<file path="src/rtl/serial_adder_seq.sv">
// serial_adder_seq: multi-cycle WIDTH-bit adder, DIGIT bits per clock, LSB first.
// The carry between digits lives in a flip-flop. A start/done handshake hands
// operands in and results out. The block also reports unsigned carry-out and
// two's-complement overflow.

// One digit slice: DIGIT-bit ripple add with carry in and carry out.
module serial_adder_digit #(
  parameter int DIGIT = 1
) (
  input  logic [DIGIT-1:0] a,
  input  logic [DIGIT-1:0] b,
  input  logic             ci,
  output logic [DIGIT-1:0] s,
  output logic             co
);
  logic [DIGIT:0] sum;

  assign sum = {1'b0, a} + {1'b0, b} + {{DIGIT{1'b0}}, ci};
  assign s   = sum[DIGIT-1:0];
  assign co  = sum[DIGIT];
endmodule

module serial_adder_seq #(
  parameter int WIDTH = 32,
  parameter int DIGIT = 1
) (
  input  logic             clk,
  input  logic             reset,
  input  logic             start,
  input  logic [WIDTH-1:0] a,
  input  logic [WIDTH-1:0] b,
  input  logic             cin,
  output logic             busy,
  output logic             done,
  output logic [WIDTH-1:0] z,
  output logic             cout,
  output logic             ovf
);
  localparam int N  = WIDTH / DIGIT;
  localparam int CW = (N > 1) ? $clog2(N) : 1;

  typedef enum logic [1:0] {IDLE, RUN, DONE} state_t;

  state_t           state;
  logic [WIDTH-1:0] a_sr, b_sr, res;
  logic             carry;
  logic [CW-1:0]    cnt;

  logic [DIGIT-1:0] dsum;
  logic             dco;
  logic [WIDTH-1:0] res_nxt;
  logic             msb_ci;
  logic             last;

  serial_adder_digit #(.DIGIT(DIGIT)) u_digit (
    .a  (a_sr[DIGIT-1:0]),
    .b  (b_sr[DIGIT-1:0]),
    .ci (carry),
    .s  (dsum),
    .co (dco)
  );

  // The new digit enters the result from the top. After N steps the first
  // digit has reached bit 0. This form also covers DIGIT == WIDTH.
  assign res_nxt = (res >> DIGIT) | (WIDTH'(dsum) << (WIDTH - DIGIT));

  // On the final digit the top bits are the word MSB. The carry into the MSB
  // is recovered from a ^ b ^ sum at that bit.
  assign msb_ci = a_sr[DIGIT-1] ^ b_sr[DIGIT-1] ^ dsum[DIGIT-1];
  assign last   = (cnt == CW'(N - 1));

  // Control FSM and datapath. All outputs are registered.
  always_ff @(posedge clk) begin
    if (reset) begin
      state <= IDLE;
      busy  <= 1'b0;
      done  <= 1'b0;
      z     <= '0;
      cout  <= 1'b0;
      ovf   <= 1'b0;
      a_sr  <= '0;
      b_sr  <= '0;
      res   <= '0;
      carry <= 1'b0;
      cnt   <= '0;
    end else begin
      case (state)
        IDLE, DONE: begin
          done <= 1'b0;
          if (start) begin
            a_sr  <= a;
            b_sr  <= b;
            carry <= cin;
            cnt   <= '0;
            busy  <= 1'b1;
            state <= RUN;
          end else begin
            state <= IDLE;
          end
        end
        RUN: begin
          a_sr  <= a_sr >> DIGIT;
          b_sr  <= b_sr >> DIGIT;
          res   <= res_nxt;
          carry <= dco;
          cnt   <= cnt + 1'b1;
          if (last) begin
            z     <= res_nxt;
            cout  <= dco;
            ovf   <= msb_ci ^ dco;
            busy  <= 1'b0;
            done  <= 1'b1;
            state <= DONE;
          end
        end
        default: begin
          busy  <= 1'b0;
          done  <= 1'b0;
          state <= IDLE;
        end
      endcase
    end
  end
endmodule
</file>
<file path="config.mk">
export PLATFORM = sky130hd
export DESIGN_NAME = serial_adder_seq
export DESIGN_NICKNAME = d
export VERILOG_FILES = /design/src/rtl/serial_adder_seq.sv
export SDC_FILE = /design/constraint.sdc
export NUM_CORES = 1
export LEC_CHECK = 0
export CAP_MARGIN = 25
export CELL_PAD_IN_SITES_DETAIL_PLACEMENT = 2
export CELL_PAD_IN_SITES_GLOBAL_PLACEMENT = 2
export CORE_MARGIN = 4
export CORE_UTILIZATION = 33
export CTS_BUF_LIST = sky130_fd_sc_hd__clkbuf_8
export CTS_CLUSTER_DIAMETER = 150
export DETAILED_ROUTE_END_ITERATION = 7
export PLACE_DENSITY = 0.84
export SYNTH_ARGS = -nofsm -noshare
export SYNTH_HDL_FRONTEND = slang
export SYNTH_SLANG_ARGS = --single-unit
</file>
<file path="constraint.sdc">
create_clock -name clk -period 4.9 [get_ports clk]
set_input_delay 0.98 -clock clk [delete_from_list [all_inputs] [get_ports clk]]
set_output_delay 0.98 -clock clk [all_outputs]
set_load 0.1 [all_outputs]
</file>
==> results of run 1 <==
-- kinds of logic (layout without fill, tap and decap cells) --
kind of cell | Yosys count | count (layout) | synth area share (%)
flip-flops | 139 | 139 | 54.09
XOR/XNOR | 3 | 3 | 0.5108
adder cells (fa/ha/maj) | 3 | 3 | 0.8754
AND/OR/NAND/NOR | 220 | 220 | 16.78
buffers and inverters | 53 | 142 | 4.791
multiplexers | 1 | 1 | 0.1946
AO/OA/AOI/OAI | 199 | 199 | 22.76
-- registers in the layout (all words and copies together), names as in the netlist --
name	cells
busy	1
z	32
cout	1
carry	1
done	1
cnt	5
b_sr	32
a_sr	32
ovf	1
state	2
res	31
-- Yosys cell counts, types with 2 or more instances --
cell | count | share of area, %
nand2_1 | 191 | 14
dfxtp_1 | 139 | 54
a21oi_1 | 130 | 13
a22oi_1 | 67 | 9.8
clkbuf_1 | 32 | 2.3
nor2_1 | 18 | 1.3
buf_2 | 14 | 1.4
buf_4 | 4 | 0.58
xnor2_1 | 3 | 0.51
buf_6 | 2 | 0.44
ha_1 | 2 | 0.49
-- stage by stage --
stage | std cells | setup WS [ns] | cell area [µm²]
after global placement | 886 | 1.898 | 6247
after global routing | 918 | 1.819 | 6608
final | 918 | 1.935 | 6608
after CTS | 917 | 1.900 | 6588
after detailed placement | 886 | 1.753 | 6247
after floorplan | 618 | 2.980 | 5145
-- final cells by class --
cell class | instances | area [µm²] | share of cell area, %
Sequential cell | 139 | 2783 | 42.11
Multi-Input combinational cell | 426 | 2123 | 32.13
Timing Repair Buffer | 110 | 1094 | 16.55
Clock buffer | 21 | 289.0 | 4.374
Tap cell | 211 | 264.0 | 3.995
Clock inverter | 10 | 51.30 | 0.7764
Inverter | 1 | 3.754 | 0.05681
-- cell usage in the layout (no fill, tap or decap), drive strengths merged, types with 2 or more instances in the layout --
cell type      count
clkinv             8
a22oi             67
xnor2              3
nand2            192
ha                 2
clkdlybuf4s50    102
buf                8
dfxtp            139
clkbuf            21
a21oi            130
inv                3
nor2              19
-- power by group through the flow --
stage,clock network (W),registers [W],logic [W]
finish,0.000809,0.00120,0.000231
global route,0.000893,0.00120,0.000258
CTS,0.000844,0.00120,0.000234
detailed placement,0,0.00122,0.000233
global placement,0,0.00122,0.000221
floorplan,0,0.00122,0.000137
-- routing by layer --
metal,vias to the layer above,GRT usage (%)
li1,2257,-
met1,2198,19.90
met2,91,29.54
met3,16,5.703
met4,0,4.561
met5,-,0
-- worst min-delay path by stage --
stage	start	endpoint	slack, ns	cells past startpoint
floorplan	res[1]	z[0]	0.43	2
global placement	b_sr[11]	b_sr[11]	0.44	2
detailed placement	z[25]	z[25]	0.45	2
CTS	z[5]	z[5]	0.46	2
global route	b_sr[4]	b_sr[4]	0.48	2
finish	z[25]	z[25]	0.46	2
==> results.json, run 1 <==
{
  "power_density_mw_per_mm2": 338.2,
  "relative_contribution_of_the_clock_network_to_total_power_pct": 36.2,
  "critical-path-top-delay-family": "buffers and inverters",
  "first_pass_grt_wire_length_um": 24480,
  "detailedRoute.firstIterationViolations": 235,
  "p_int_w": 0.001660,
  "final_number_of_hold_violating_endpoints": 0,
  "placeableCoreArea_mm2": 0.01526,
  "critical_path.endpoint_type": "primary output",
  "path_max_fanout": 2,
  "postSynthRegisterBits": 139,
  "critical_path.slowest_cell": "clkdlybuf4s50_1",
  "cts_made_buffers": 17,
  "reg2reg_depth": 6,
  "dp_hpwl_um": 9669,
  "swShare_pct": 25.70,
  "skew_ns": 0.01097,
  "synth-warning-count": 0,
  "worst_ep_required_time_ns": 3.92,
  "path_depth": 1,
  "switchingPower_w": 0.0005744,
  "post_synth_num_cell_types": 27,
  "detail-route-antenna-nets": 0,
  "routed.top_layer": "met4",
  "rsz0062_at_grt": "no",
  "r2r-end": "cnt[2]",
  "timing.critical_path.from": "ovf",
  "dieWidth_um": 132.9,
  "syn_area_per_cell_um2": 8.325,
  "synth-seq-area-share_pct": 54.09,
  "power.share.sequential_pct": 53.5,
  "clkLatencyLatePin_ns": 0.44,
  "cp_num_buf_inv": 1,
  "cts.root.buffer_cell": "clkbuf_8",
  "detailroute.via_count": 4562,
  "io_buffers": 103,
  "worst-endpoint-arrival_ns": 1.98,
  "clock.fmax_mhz": 337.3,
  "crit_path_cell_trace": "clkdlybuf4s50_1",
  "gp_congestion": 0.7484,
  "finalCoreUtilization_pct": 43.30,
  "placementRows": 45,
  "comb_power_share_pct": 10.3,
  "final-max-slew-violation-count": 0,
  "synth_cells": 618,
  "post_cts.repair.setup_buffers": 0,
  "dieHeight_um": 132.9,
  "maximum_number_of_pins_on_one_net_before_global_route_repair": 103,
  "layout_cell_share_with_drive_strength_beyond_1_pct": 5.941,
  "synth_enable_flop_cells": 0,
  "tightestPinTransition_ns": 0.9771,
  "power.ir.vdd_worst_v": 0.0001983,
  "holdWs_ns": 0.4599,
  "grt_pass1_vias": 5012,
  "htreeDepth": 4,
  "finalWorstPathRequiredPeriod_ns": 2.965,
  "initial_core_util_pct": 33.72,
  "antenna_found_initial": 0,
  "synth_fp_nets": 689,
  "insertedDiodeCount": 0,
  "critical_path.max_stage_delay_ns": 1.16,
  "route.met3.wl_um": 782,
  "max_slew_margin_pct": 34.66,
  "postSynth.topFlopCell": "dfxtp_1",
  "syn-cell-area_mm2": 0.005145,
  "post-route-period-util_pct": 60.50,
  "routed_length_per_placed_instance_um": 15.98,
  "die_area_mm2": 0.01765,
  "global_route.usage.total_pct": 16.95,
  "final.fill_count": 1695,
  "crit-reg2reg-launch": "state[0]",
  "congestion_overflow_gr": 0,
  "route.detailed.vias_per_inst": 4.969,
  "maxCapViolCount": 0,
  "detail_route.drc_violations": 0,
  "cts-resized-gates": 0,
  "cts.path.max_buffers": 2,
  "criticalPathCategory": "flop to primary output",
  "met2_routed_wirelength_um": 7322,
  "top_level_ports": 104,
  "critical_path.endpoint": "ovf",
  "num-nets-final": 766,
  "ys_async_sr_fraction_pct": 0,
  "detailedRoute.firstPassIterationCount": 5,
  "setup_viol": 0,
  "tritoncts": "done",
  "area_growth_pct": 28.43,
  "m1WireLength_um": 6425,
  "cts_num_sinks": 139,
  "run_status": "complete, no violations",
  "timing.critical_path.from_type": "flop",
  "timing.hold.worst.class": "flop to flop",
  "setup-tns-final_ns": 0,
  "clock_slew_seen_by_the_registers_of_the_worst_setup_and_hold_paths_ns": 0.07,
  "power.total_w": 0.002235,
  "r2r_slack_ns": 2.16,
  "sum_of_routed_wire_length_over_all_layers_um": 14670,
  "cts-hold-fix-buffers": 0,
  "leakage_power_nw": 2.235
}
Power figures use the tool's default switching activity.
==> inputs of run 2 (changes only) <==
- CORE_UTILIZATION: 33 -> 28
- PLACE_DENSITY: 0.84 -> 0.76
- clock period: 4.9 -> 2.49 ns (I/O delays scaled with it)
==> run 2 against run 1 <==
Setup slack lost 1.4 ns. Largest power group unchanged. Combinational power grew 110%. Register-to-register slack lost 1.6 ns. Routed wire length grew 1.2%. Hold slack lost 0.0011 ns. Critical path type is now flop to flop. Sequential power grew 96%. Final cell count grew 2.5%. Clock skew grew 0.00099 ns. Via count grew 0.26%. Power grew 110%. Global-route usage shrank 2.2 points.
==> results.json, run 2 (synthesized netlist as in run 1, its figures left out) <==
{
  "cp_num_buf_inv": 1,
  "critical_path.max_stage_delay_ns": 0.38,
  "reg_top3": "a_sr: 32 flops, b_sr: 32 flops, z: 32 flops",
  "criticalPathCategory": "flop to flop",
  "num-nets-final": 770,
  "placeableCoreArea_mm2": 0.01802,
  "sequential_cell_area_mm2": 0.002783,
  "detailroute.via_count": 4574,
  "setup_viol": 0,
  "grt_pass1_vias": 5024,
  "finalWorstPathRequiredPeriod_ns": 1.936,
  "initial_core_util_pct": 28.54,
  "dieWidth_um": 143.6,
  "power_density_mw_per_mm2": 706.0,
  "cts.root.buffer_cell": "clkbuf_8",
  "path_max_fanout": 35,
  "detail_route.drc_violations": 0,
  "cts.path.max_buffers": 2,
  "place_worst_setup_slack_ns": 0.4753,
  "routed_length_per_placed_instance_um": 15.77,
  "cts-hold-fix-buffers": 0,
  "cts_made_buffers": 17,
  "route.detailed.vias_per_inst": 4.861,
  "area_growth_pct": 29.82,
  "maximum_number_of_pins_on_one_net_before_global_route_repair": 68,
  "tritoncts": "done",
  "max_slew_margin_pct": 66.67,
  "top_level_ports": 104,
  "cts_num_sinks": 139,
  "mostFrequentLayoutCells": "nand2_1 (191), dfxtp_1 (139), a21oi_1 (130)",
  "placementRows": 49,
  "rsz0062_at_grt": "no",
  "critical_path.endpoint_type": "flop",
  "final-max-slew-violation-count": 0,
  "final_number_of_hold_violating_endpoints": 0,
  "cts-resized-gates": 0,
  "sum_of_routed_wire_length_over_all_layers_um": 14840,
  "design_area_mm2": 0.006679,
  "detail-route-antenna-nets": 0,
  "congestion_overflow_gr": 0,
  "critical_path.slowest_cell": "dfxtp_1",
  "final_common_cell": "nand2_1",
  "layout_cell_share_with_drive_strength_beyond_1_pct": 11.38,
  "global_route.usage.total_pct": 14.75,
  "dieHeight_um": 143.6,
  "post_cts.repair.setup_buffers": 0,
  "critical-path-top-delay-family": "adder cells",
  "die_area_mm2": 0.02061,
  "leakage_power_nw": 2.368,
  "worst_ep_required_time_ns": 2.84,
  "gp_congestion": 0.7359,
  "run_status": "complete, no violations",
  "worst-endpoint-arrival_ns": 2.29,
  "first_pass_grt_wire_length_um": 24400,
  "clkLatencyLatePin_ns": 0.44,
  "detailedRoute.firstIterationViolations": 145,
  "antenna_found_initial": 2,
  "insertedDiodeCount": 0,
  "detailedRoute.firstPassIterationCount": 4,
  "post-route-period-util_pct": 77.74,
  "path_common_cell": "ha_1",
  "final.fill_count": 2007,
  "skew_ns": 0.01197,
  "finalCoreUtilization_pct": 37.05,
  "dp_hpwl_um": 9810,
  "power.ir.vdd_worst_v": 0.0003121,
  "maxCapViolCount": 0,
  "io_buffers": 103,
  "clock_slew_seen_by_the_registers_of_the_worst_setup_and_hold_paths_ns": 0.08,
  "layout_setup_ws_ns": 0.5544,
  "setup-tns-final_ns": 0,
  "tightestPinTransition_ns": 0.4999,
  "crit_path_cell_trace": "ha_1 > and3_1 > ha_1 > and2_1 > buf_4 > nor2_1 > a211oi_2",
  "timing.hold.worst.class": "flop to flop",
  "htreeDepth": 4,
  "clock.fmax_mhz": 516.6,
  "timing.critical_path.from_type": "flop",
  "area_used_by_multi_input_combinational_logic_mm2": 0.002123,
  "placedInstanceArea_mm2": 0.006267
}
-- run 2: changes by cell type in the layout (fill, tap and decap cells not counted), sizes merged --
cell,change
buf,+40
clkdlybuf4s50,-36
clkinv,-7
bufinv,+2
clkbuf,+2
clkinvlp,+2
inv,+2
-- run 2: layer usage --
| metal | GRT usage (%) | wire, µm |
|---|---|---|
| met5 | 0 | 21 |
| met4 | 3.865 | 91 |
| met3 | 5.291 | 812 |
| met2 | 24.88 | 7215 |
| met1 | 17.90 | 6698 |
-- run 2: area by class of cell --
cell class                      instances  area share [%]
Inverter                                1         0.05620
Multi-Input combinational cell        426           31.79
Tap cell                              229           4.290
Clock buffer                           23           4.740
Sequential cell                       139           41.66
Timing Repair Buffer                  114           16.04
Clock inverter                          9           1.424
-- run 2: tightest hold or removal path: cells and delay by family, from the launching register on --
| kind | cells | cell delay [ns] |
|---|---|---|
| flip-flops | 1 | 0.31 |
| AND/OR/NAND/NOR | 1 | 0.05 |
| AO/OA/AOI/OAI | 1 | 0.05 |
-- run 2: worst paths after layout --
kind | end | startpoint | cells past startpoint | slack [ns]
max | ovf | cnt[0] | 7 | 0.55
min | a_sr[30] | a_sr[30] | 2 | 0.46
max reg2reg | ovf | cnt[0] | 7 | 0.55
min reg2reg | a_sr[30] | a_sr[30] | 2 | 0.46
-- run 2: report_power, final --
group,switching (W),internal [W]
combinational,0.000265,0.000208
sequential,0.0000487,0.00230
clock,0.000853,0.00104
-- run 2: metrics by stage --
step                      cells  total power (W)  hold slack, ns
after global placement      909         0.002856          0.4416
after CTS                   941         0.004801          0.4627
after detailed placement    909         0.002888          0.4520
after global routing        941         0.004963          0.4851
final                       941         0.004715          0.4588
after floorplan             618         0.002669          0.4321
==> inputs of run 3 (changes only) <==
- clock period: 2.49 -> 1.7 ns (I/O delays scaled with it)
==> run 3 against run 2 <==
Design area rose by 7.8%. Routed wire length fell by 0.51%. Non-clock buffer count rose by 10. Combinational power rose by 55%. Clock power rose by 28%. Hold slack got worse by 0.22 ns. First-iteration DRC count rose by 20%. Sequential power rose by 46%. Sequential cell count did not move. Highest routed layer unchanged.
==> results.json, run 3 (synthesized netlist as in run 1, its figures left out) <==
{
  "global_route.usage.total_pct": 14.82,
  "worst_hold_path.num_cells": 2,
  "cts.root.buffer_cell": "clkbuf_8",
  "placeableCoreArea_mm2": 0.01802,
  "cp_num_buf_inv": 1,
  "dieWidth_um": 143.6,
  "cts.path.max_buffers": 2,
  "antenna_found_initial": 1,
  "insertedDiodeCount": 0,
  "tightestPinTransition_ns": 0.3321,
  "hold_path.startpoint": "reset",
  "layout_cell_share_with_drive_strength_beyond_1_pct": 13.04,
  "relative_contribution_of_the_clock_network_to_total_power_pct": 36.7,
  "clkLatencyLatePin_ns": 0.45,
  "path_depth": 7,
  "detail_route.drc_violations": 0,
  "dieHeight_um": 143.6,
  "comb_power_share_pct": 11.1,
  "worst_ep_required_time_ns": 2.08,
  "detailroute.via_count": 4624,
  "top_level_ports": 104,
  "die_area_mm2": 0.02061,
  "initial_core_util_pct": 28.54,
  "detail-route-antenna-nets": 0,
  "finalWorstPathRequiredPeriod_ns": 1.541,
  "rsz0062_at_grt": "no",
  "leakage_power_nw": 2.503,
  "cts_made_buffers": 17,
  "r2r-end": "z[13]",
  "grt_pass1_vias": 5079,
  "clock_slew_seen_by_the_registers_of_the_worst_setup_and_hold_paths_ns": 0.07,
  "power.total_w": 0.006605,
  "final_common_cell": "nand2_1",
  "detailedRoute.firstPassIterationCount": 4,
  "worst_hold_path.endpoint": "res[16]",
  "path_common_cell": "ha_2",
  "critical_path.slowest_cell": "dfxtp_2",
  "sum_of_routed_wire_length_over_all_layers_um": 14770,
  "path_max_fanout": 25,
  "post-route-period-util_pct": 90.65,
  "run_status": "complete, no violations",
  "place_worst_setup_slack_ns": -0.1030,
  "swShare_pct": 25.75,
  "r2r_slack_ns": 0.16,
  "route.detailed.vias_per_inst": 4.867,
  "num-nets-final": 780,
  "routed_length_per_placed_instance_um": 15.54,
  "worst-endpoint-arrival_ns": 1.92,
  "criticalPathCategory": "flop to flop",
  "area_growth_pct": 39.91,
  "critical-path-top-delay-family": "simple AND/OR/NAND/NOR gates",
  "switchingPower_w": 0.001701,
  "maxCapViolCount": 0,
  "timing.critical_path.from_type": "flop",
  "maximum_number_of_pins_on_one_net_before_global_route_repair": 66,
  "p_int_w": 0.004904,
  "power.share.sequential_pct": 52.2,
  "cts_num_sinks": 139,
  "final.fill_count": 1963,
  "power.ir.vdd_worst_v": 0.0004894,
  "critical_path.endpoint_type": "flop",
  "final_number_of_hold_violating_endpoints": 0,
  "first_pass_grt_wire_length_um": 24520,
  "mostFrequentLayoutCells": "nand2_1 (191), dfxtp_1 (138), a21oi_1 (130)",
  "crit_path_cell_trace": "ha_2 > and3_1 > ha_2 > and2_4 > buf_12 > nand2_1 > a21oi_1",
  "power_density_mw_per_mm2": 917.6,
  "timing.hold.worst.class": "input port to flop",
  "detailedRoute.firstIterationViolations": 174,
  "clock.fmax_mhz": 648.9,
  "final-max-slew-violation-count": 0,
  "setup_viol": 0,
  "placementRows": 49,
  "crit-reg2reg-launch": "cnt[1]",
  "layout_setup_ws_ns": 0.1590,
  "critical_path.max_stage_delay_ns": 0.35,
  "reg2reg_depth": 7,
  "gp_congestion": 0.7456,
  "skew_ns": 0.008676,
  "htreeDepth": 4,
  "congestion_overflow_gr": 0,
  "reg_top3": "a_sr: 32 flops, b_sr: 32 flops, z: 32 flops",
  "dp_hpwl_um": 10280,
  "tritoncts": "done",
  "max_slew_margin_pct": 77.86,
  "io_buffers": 103
}
run 3: final cells by class:
| class | instances | area, µm² | area share (%) |
|---|---|---|---|
| clock inverter | 12 | 85.08 | 1.182 |
| timing repair buffer | 124 | 1647 | 22.88 |
| multi-input combinational | 426 | 2131 | 29.60 |
| clock buffer | 19 | 261.5 | 3.633 |
| sequential | 139 | 2784 | 38.68 |
| inverter | 1 | 3.754 | 0.05215 |
| tap | 229 | 286.5 | 3.981 |
run 3: stage by stage:
| step | area [µm²] | util [%] | hold WS [ns] | cells | TNS (ns) |
|---|---|---|---|---|---|
| CTS | 7191 | 39.89 | 0.2185 | 950 | 0 |
| global placement | 6843 | 37.96 | 0.4422 | 919 | -0.01900 |
| finish | 7198 | 39.93 | 0.2397 | 950 | 0 |
| detailed placement | 6843 | 37.96 | 0.4521 | 919 | -0.8661 |
| global route | 7198 | 39.93 | 0.2269 | 950 | 0 |
| floorplan | 5145 | - | 0.4321 | 618 | 0 |
run 3: timing repair:
item,CTS,global route
endpoints found under the setup margin,10,32
pin swaps,0,0
hold buffers,0,0
gates cloned,0,0
gates resized for setup,1,4
setup buffers,0,0
run 3: how the worst max path moves through the flow:
stage,slack (ns),startpoint,end
2_1_floorplan,0.09,cnt[0],z[31]
3_5_place_dp,-0.10,start,cnt[2]
5_1_grt,0.02,cnt[0],z[11]
4_1_cts,0.04,cnt[1],z[13]
3_3_place_gp,-0.02,start,cnt[2]
6_report,0.16,cnt[1],z[13]
run 3: layer usage:
| layer | share of wire, % | track usage (%) | up-vias |
|---|---|---|---|
| met2 | 50 | 25.77 | 90 |
| met4 | 1.7 | 4.311 | 2 |
| met1 | 43 | 17.39 | 2232 |
| met5 | 0.088 | 0 | - |
| li1 | - | - | 2277 |
| met3 | 4.7 | 4.958 | 23 |
run 3: power groups by stage:
stage          logic [W]  registers [W]  clock network [W]
2_1_floorplan   0.000395        0.00351                  0
3_3_place_gp    0.000711        0.00351                  0
3_5_place_dp    0.000749        0.00352                  0
4_1_cts         0.000751        0.00345            0.00250
5_1_grt         0.000819        0.00346            0.00269
6_report        0.000735        0.00344            0.00242
